## config.mk

```make
export PLATFORM = sky130hd
export DESIGN_NAME = unified_memory_arbiter
export DESIGN_NICKNAME = d
export VERILOG_FILES = /design/src/rtl/unified_memory_arbiter.sv
export SDC_FILE = /design/constraint.sdc
export NUM_CORES = 1
export LEC_CHECK = 0
export ABC_AREA = 0
export BUFFER_PORTS_ARGS = -buffer_cell sky130_fd_sc_hd__buf_2
export CORE_ASPECT_RATIO = 0.75
export CORE_MARGIN = 3
export CORE_UTILIZATION = 35
export CTS_CLUSTER_DIAMETER = 50
export DETAILED_ROUTE_END_ITERATION = 10
export GPL_ROUTABILITY_DRIVEN = 0
export PLACE_DENSITY = 0.66
export REMOVE_ABC_BUFFERS = 1
export SETUP_SLACK_MARGIN = 0.5
export SYNTH_ARGS = -nofsm -noshare
export SYNTH_HDL_FRONTEND = slang
export SYNTH_SLANG_ARGS = --single-unit
```

## constraint.sdc

```tcl
create_clock -name clk -period 2.4 [get_ports clk]
set_clock_uncertainty 0.2 [all_clocks]
set_input_delay 0.24 -clock clk [delete_from_list [all_inputs] [get_ports clk]]
set_output_delay 0.24 -clock clk [all_outputs]
set_load 0.03 [all_outputs]
```

## src/rtl/unified_memory_arbiter.sv

```systemverilog
// Two-port (fetch / data) arbiter in front of one fixed-latency single-ported RAM.
// Optional stall-cycle counters are enabled by defining ARB_PERF_COUNTERS_EN.
module unified_memory_arbiter #(
  parameter int DATA_WIDTH      = 32,
  parameter int MEM_LATENCY     = 2,
  parameter int DATA_STREAK_MAX = 3
) (
  input  logic                  clk,
  input  logic                  reset,
  input  logic                  ifReq,
  input  logic [DATA_WIDTH-1:0] ifAddr,
  output logic [DATA_WIDTH-1:0] ifData,
  output logic                  ifValid,
  output logic                  ifStall,
  input  logic                  memReq,
  input  logic                  memWe,
  input  logic [DATA_WIDTH-1:0] memAddr,
  input  logic [DATA_WIDTH-1:0] memWData,
  output logic [DATA_WIDTH-1:0] memRData,
  output logic                  memValid,
  output logic                  memStall,
`ifdef ARB_PERF_COUNTERS_EN
  output logic [31:0]           ifWaitCycles,
  output logic [31:0]           memWaitCycles,
`endif
  output logic                  ramEn,
  output logic                  ramWe,
  output logic [DATA_WIDTH-1:0] ramAddr,
  output logic [DATA_WIDTH-1:0] ramWData,
  input  logic [DATA_WIDTH-1:0] ramRData
);

  localparam int CNT_W    = $clog2(MEM_LATENCY + 1);
  localparam int STREAK_W = $clog2(DATA_STREAK_MAX + 1);
  localparam logic [STREAK_W-1:0] STREAK_MAX_C = STREAK_W'(DATA_STREAK_MAX);

  typedef enum logic [1:0] {IDLE, ISSUE, WAIT, DONE} state_t;
  typedef enum logic [1:0] {OWN_NONE, OWN_IF, OWN_MEM} owner_t;

  state_t                r_state;
  owner_t                r_owner;
  logic [CNT_W-1:0]      r_cnt;
  logic [STREAK_W-1:0]   r_streak;
  logic                  r_we;
  logic [DATA_WIDTH-1:0] r_ifData;
  logic [DATA_WIDTH-1:0] r_memRData;
  logic                  r_ifValid;
  logic                  r_memValid;
  logic                  r_ramEn;
  logic                  r_ramWe;
  logic [DATA_WIDTH-1:0] r_ramAddr;
  logic [DATA_WIDTH-1:0] r_ramWData;

  logic w_ifStall;
  logic w_memStall;

  assign w_ifStall  = ifReq  & ~r_ifValid;
  assign w_memStall = memReq & ~r_memValid;

  always_ff @(posedge clk) begin
    if (reset) begin
      r_state    <= IDLE;
      r_owner    <= OWN_NONE;
      r_cnt      <= '0;
      r_streak   <= '0;
      r_we       <= 1'b0;
      r_ifData   <= '0;
      r_memRData <= '0;
      r_ifValid  <= 1'b0;
      r_memValid <= 1'b0;
      r_ramEn    <= 1'b0;
      r_ramWe    <= 1'b0;
      r_ramAddr  <= '0;
      r_ramWData <= '0;
    end else begin
      r_ifValid  <= 1'b0;
      r_memValid <= 1'b0;
      case (r_state)
        IDLE: begin
          // Data wins unless a waiting fetch has already been passed over too often.
          if (memReq && (!ifReq || (r_streak < STREAK_MAX_C))) begin
            r_owner    <= OWN_MEM;
            r_we       <= memWe;
            r_ramEn    <= 1'b1;
            r_ramWe    <= memWe;
            r_ramAddr  <= memAddr;
            r_ramWData <= memWData;
            if (!ifReq)
              r_streak <= '0;
            else if (r_streak < STREAK_MAX_C)
              r_streak <= r_streak + 1'b1;
            r_state <= ISSUE;
          end else if (ifReq) begin
            r_owner    <= OWN_IF;
            r_we       <= 1'b0;
            r_ramEn    <= 1'b1;
            r_ramWe    <= 1'b0;
            r_ramAddr  <= ifAddr;
            r_ramWData <= '0;
            r_streak   <= '0;
            r_state    <= ISSUE;
          end
        end
        ISSUE: begin
          r_ramEn <= 1'b0;
          r_ramWe <= 1'b0;
          r_cnt   <= CNT_W'(MEM_LATENCY);
          r_state <= WAIT;
        end
        WAIT: begin
          r_cnt <= r_cnt - 1'b1;
          if (r_cnt == CNT_W'(1)) begin
            // Read data is only on the bus in this one cycle.
            if (r_owner == OWN_IF) begin
              r_ifData  <= ramRData;
              r_ifValid <= 1'b1;
            end else begin
              if (!r_we)
                r_memRData <= ramRData;
              r_memValid <= 1'b1;
            end
            r_state <= DONE;
          end
        end
        DONE: begin
          r_owner <= OWN_NONE;
          r_state <= IDLE;
        end
        default: r_state <= IDLE;
      endcase
    end
  end

`ifdef ARB_PERF_COUNTERS_EN
  logic [31:0] r_ifWaitCycles;
  logic [31:0] r_memWaitCycles;

  always_ff @(posedge clk) begin
    if (reset) begin
      r_ifWaitCycles  <= '0;
      r_memWaitCycles <= '0;
    end else begin
      if (w_ifStall)
        r_ifWaitCycles <= r_ifWaitCycles + 32'd1;
      if (w_memStall)
        r_memWaitCycles <= r_memWaitCycles + 32'd1;
    end
  end

  assign ifWaitCycles  = r_ifWaitCycles;
  assign memWaitCycles = r_memWaitCycles;
`endif

  assign ifData   = r_ifData;
  assign ifValid  = r_ifValid;
  assign ifStall  = w_ifStall;
  assign memRData = r_memRData;
  assign memValid = r_memValid;
  assign memStall = w_memStall;
  assign ramEn    = r_ramEn;
  assign ramWe    = r_ramWe;
  assign ramAddr  = r_ramAddr;
  assign ramWData = r_ramWData;

endmodule

```

# Yosys cells after proc, flatten, opt, wreduce, memory -nomap -nowiden

Index checks and enable logic that the tools add are counted.

Register bits: 141
Bits in latches: 0
Memory bits (writable): 0
Memory bits (read-only): 0
Bits of input ports: 133
Output and inout port bits: 134
Word-level logic and storage cells: 71
Memories kept: 0

$add $sub $neg: 2
Multipliers: 0
Div/mod/pow operators: 0
Order comparisons: 1
Equal/unequal tests: 8
Shift operators: 0
Mux-type cells: 23
Bitwise gates (word level): 8
Reductions and logical operators: 16

Operator list:

| kind                                                   | number |
|---|---|
| 2-to-1 mux 32 bit                                      | 4 |
| 2-to-1 mux 2 bit                                       | 8 |
| case mux 2 bit (2 select lines)                        | 2 |
| case mux 2 bit (4 select lines)                        | 1 |
| AND reduction 2 bit                                    | 4 |
| nonzero test 2 bit                                     | 4 |
| == test 2 x 1 -> 1 bit (second input constant)         | 3 |
| 2-to-1 mux 1 bit                                       | 6 |
| inverter 1 bit                                         | 6 |
| AND reduction 3 bit                                    | 2 |
| == test 2 bit (second input constant)                  | 2 |
| case mux 1 bit (2 select lines)                        | 2 |
| AND reduction 4 bit                                    | 1 |
| inequality test 3 x 2 -> 1 bit (second input constant) | 1 |
| inequality test 3 bit (second input constant)          | 1 |
| OR reduction 3 bit                                     | 1 |
| adder 2 x 1 -> 2 bit (second input constant)           | 1 |
| AND 1 bit                                              | 2 |
| zero test 2 bit                                        | 1 |
| less-than comparator 2 bit (second input constant)     | 1 |
| inequality test 2 bit (second input constant)          | 1 |
| subtractor 2 x 1 -> 2 bit (second input constant)      | 1 |
| logical AND 1 bit                                      | 1 |
| zero test 1 bit                                        | 1 |
| logical OR 1 bit                                       | 1 |

# Longest topological paths before layout

Depth after elaboration: 5
Mapped depth: 7
Gate-level depth less buffers: 5

# Worst setup path after synthesis

No wires, ideal clock.

Path kind: register to register
From: register r_state[0]
To: register r_ramAddr[10], in the netlist ramAddr[10]
Library setup time: 0.122 ns
Arrival: 1.540 ns
Slack: 0.539 ns
Stages on the path, launching flop included: 8
Path buffers: 2
Clock period less this slack: 1.861 ns
Cell sequence: dfxtp_1 -> inv_1 -> ha_1 -> and2_1 -> and3b_1 -> buf_2 -> buf_6 -> a221o_1

Word-level cells in the longest chain between the ends: 2

Ends and longest elaborated chain:

| element                              | line | source |
|---|---|---|
| from (decl)                          | 40   | `state_t r_state;` |
| from (signal assigned)               | 62   | `r_state <= IDLE;` |
| from (signal assigned)               | 92   | `r_state <= ISSUE;` |
| from (signal assigned)               | 101  | `r_state <= ISSUE;` |
| zero test 2 bit                      | 78   | `case (r_state)` |
| AND reduction 2 bit (no source line) | -    |  |
| to (signal assigned)                 | 86   | `r_ramAddr <= memAddr;` |
| to (signal assigned)                 | 98   | `r_ramAddr <= ifAddr;` |
| to (decl)                            | 51   | `logic [DATA_WIDTH-1:0] r_ramAddr;` |

No other way between the ends.
A chain may end at the register's enable or synchronous reset.

# Worst setup path after layout

From: input ifReq
To: output ifStall

Word-level cells in the longest chain between the ends: 1

Ends and longest elaborated chain:

| element     | line | source |
|---|---|---|
| from (decl) | 10   | `input logic ifReq,` |
| AND 1 bit   | 57   | `assign w_ifStall = ifReq & ~r_ifValid;` |
| to (decl)   | 14   | `output logic ifStall,` |

No other way between the ends.

==> out/qor.yml <==
status: "finished clean"
grt_pass1_wl_um: 29700
netSwitchingPower_mw: 2.51
arrival_ns: 1.39
min_period_ns: 1.83
synthToLayoutAreaGrowth_pct: 62.2
num_vias: 5860
final_nets: 1098
required_ns: 1.96
post_synth.cell_area_avg_um2: 9.80
grt_util_all_layers_pct: 20.7
final_common_cell: "buf_2"
cts_max_path_buffers: 2
cts.root.buffer_cell: "clkbuf_16"
clock_power_share_pct: 34.9
power_density_nw_per_um2: 851
antenna_found_initial: 0
syn_area_um2: 5640
path_clk_slew_ns: 0.05
p_int_mw: 5.27
p_sw_share_pct: 32.3
drt-initial-drc-count: 340
synthCells: 575
mostFrequentLayoutCells: "buf_2 (265), dfxtp_1 (139), dlygate4sd3_1 (131)"
final_layout_size_suffix_gt1_share_pct: 33.8
hpwl_um: 11500
tightest_slew_ns: 0.578
clk_latency_ns: 0.42
clock.fmax_mhz: 546
combPwrFrac_pct: 29.4
cts_tree: "yes"
drc_errors: 0
finalSetupTns_ns: 0
die_area_um2: 17700
io_buffer_count: 266
timing.final.ws_setup_ns: 0.569
crit_fanout: 8
ios: 267
ctsHtreeMaxLevel: 4
r2r_slack_ns: 0.58
die_x_um: 153
cts_buffers: 17
grt_max_degree: 72
initial_core_util_pct: 36.3
avgRoutedWirePerCell_um: 15.9
synth-edff-count: 0
rsz0062_at_grt: "false"
pre_cts_ws_ns: 0.417
p_leak_nw: 4.00
std_cell_rows: 39
synth_ff_type: "dfxtp_1"
first_global_vias: 5814
power_frac_seq_pct: 35.8
clock-sinks: 141
synth_cell_types: 37
synth.yosys.seq_area_share_pct: 50.1
ir_drop_mv: 0.662
end_kind: "output pin"
grt-ovfl-total: 0
drtAntennaViolNets: 0
wirelength_um: 18700
fp.dieH_um: 116
crit_path_start_kind: "primary input"
min_period_over_period_pct: 76.3
hold_violations: 0
ys_warn_count: 0
synthArstFlopShare_pct: 0
dr.pass1.iters: 5
drv_cap: 0
slew_headroom_pct: 61.5
synth_seq_cells: 141
slew_violations: 0
vias_per_cell: 4.99
diodes: 0
critPathKind: "primary input to output pin"
setup_viol: 0
hp-class: "primary input to register"
coreArea_um2: 15500
==> flip-flops by register name, summed over array words and instances, names as in the netlist <==
name and count:
r_we 1, r_owner 2, r_cnt 2, ifValid 1
ramWe 1, memValid 1, ramEn 1, ifData 32
r_state 2, ramAddr 32, r_streak 2, memRData 32
ramWData 32
==> what timing repair did <==
item / 4_1_cts / 5_1_grt
hold endpoints to repair: 132 / 0
hold buffers: 131 / 0
resized for setup: 5 / 16
pin swaps: 0 / 1
cloned: 0 / 1
setup buffers: 0 / 1
setup endpoints to repair: 34 / 75
==> layout make-up <==
class | instances | area (µm²)
Tap cell | 205 | 256
Fill cell | 1295 | 6380
Timing Repair Buffer | 415 | 2880
Clock inverter | 9 | 136
Multi-Input combinational cell | 376 | 2540
Sequential cell | 141 | 2830
Clock buffer | 22 | 474
Inverter | 7 | 26.3
==> Yosys cell counts (2+ instances only) <==
| cell | instances | area share [%] |
|---|---|---|
| nand4b_1 | 3 | 0.47 |
| mux2i_1 | 33 | 5.9 |
| nor3b_1 | 33 | 4.4 |
| buf_1 | 2 | 0.13 |
| nand2b_1 | 66 | 7.3 |
| ha_1 | 7 | 1.6 |
| clkbuf_1 | 21 | 1.4 |
| nand2_1 | 69 | 4.6 |
| dfxtp_1 | 141 | 50 |
| buf_6 | 8 | 1.6 |
| a221o_1 | 32 | 5.7 |
| o21ai_0 | 2 | 0.18 |
| a21oi_1 | 38 | 3.4 |
| nor2_1 | 40 | 2.7 |
| a32oi_1 | 33 | 5.1 |
| buf_4 | 4 | 0.53 |
| o21a_1 | 2 | 0.27 |
| inv_1 | 4 | 0.27 |
| buf_2 | 16 | 1.4 |
| nor2b_1 | 2 | 0.22 |
| inv_2 | 3 | 0.20 |
==> path summary, 6_finish.rpt <==
check	startpoint	to	cells after the start
worst min register to register	ifData[29]	ifData[29]	2
worst max register to register	r_state[1]	ramAddr[30]	6
worst min-delay path	memReq	r_owner[0]	3
worst max-delay path	ifReq	ifStall	5
==> worst max-delay path: stages <==
cell and delay (ns):
dlygate4sd3_1 0.53, buf_2 0.23, inv_2 0.09, nor2_1 0.10, buf_2 0.20
==> power by group through the flow <==
stage / clock network (mW) / logic (mW) / registers (mW)
after floorplan: 0 / 0.830 / 3.25
after global placement: 0 / 1.97 / 2.81
after detailed placement: 0 / 1.98 / 2.81
after CTS: 2.79 / 2.17 / 2.76
after global routing: 2.89 / 2.45 / 2.81
final: 2.71 / 2.28 / 2.78
==> per-stage QoR <==
step           hold slack (ns)  power (mW)  instance area, µm²  util, %  cells
3_3_place_gp             0.240        4.78                7090     45.7   1011
5_1_grt                  0.123        8.16                9140     58.9   1175
4_1_cts                 0.0556        7.72                9030     58.2   1173
3_5_place_dp             0.243        4.78                7090     45.7   1011
6_report                 0.127        7.78                9140     58.9   1175
2_1_floorplan            0.109        4.08                5350        -    524
==> metal layers <==
metal | GRT usage [%] | wire length [µm] | share of wire, % | vias to the layer above
li1 | - | - | - | 2802
met1 | 25.5 | 8060 | 43 | 2698
met2 | 33.1 | 8520 | 46 | 292
met3 | 6.87 | 1440 | 7.7 | 68
met4 | 10.0 | 662 | 3.5 | 0
met5 | 0 | 0 | 0 | -
==> kinds of logic after synthesis <==
group                    count (synthesis)  synth area share [%]
buffers and inverters                   58                  5.55
adder cells (fa/ha/maj)                  7                  1.55
flip-flops                             141                  50.1
AO/OA/AOI/OAI                          113                  15.9
multiplexers                            34                  6.06
AND/OR/NAND/NOR                        222                  20.9
Power figures use the tool's default switching activity.
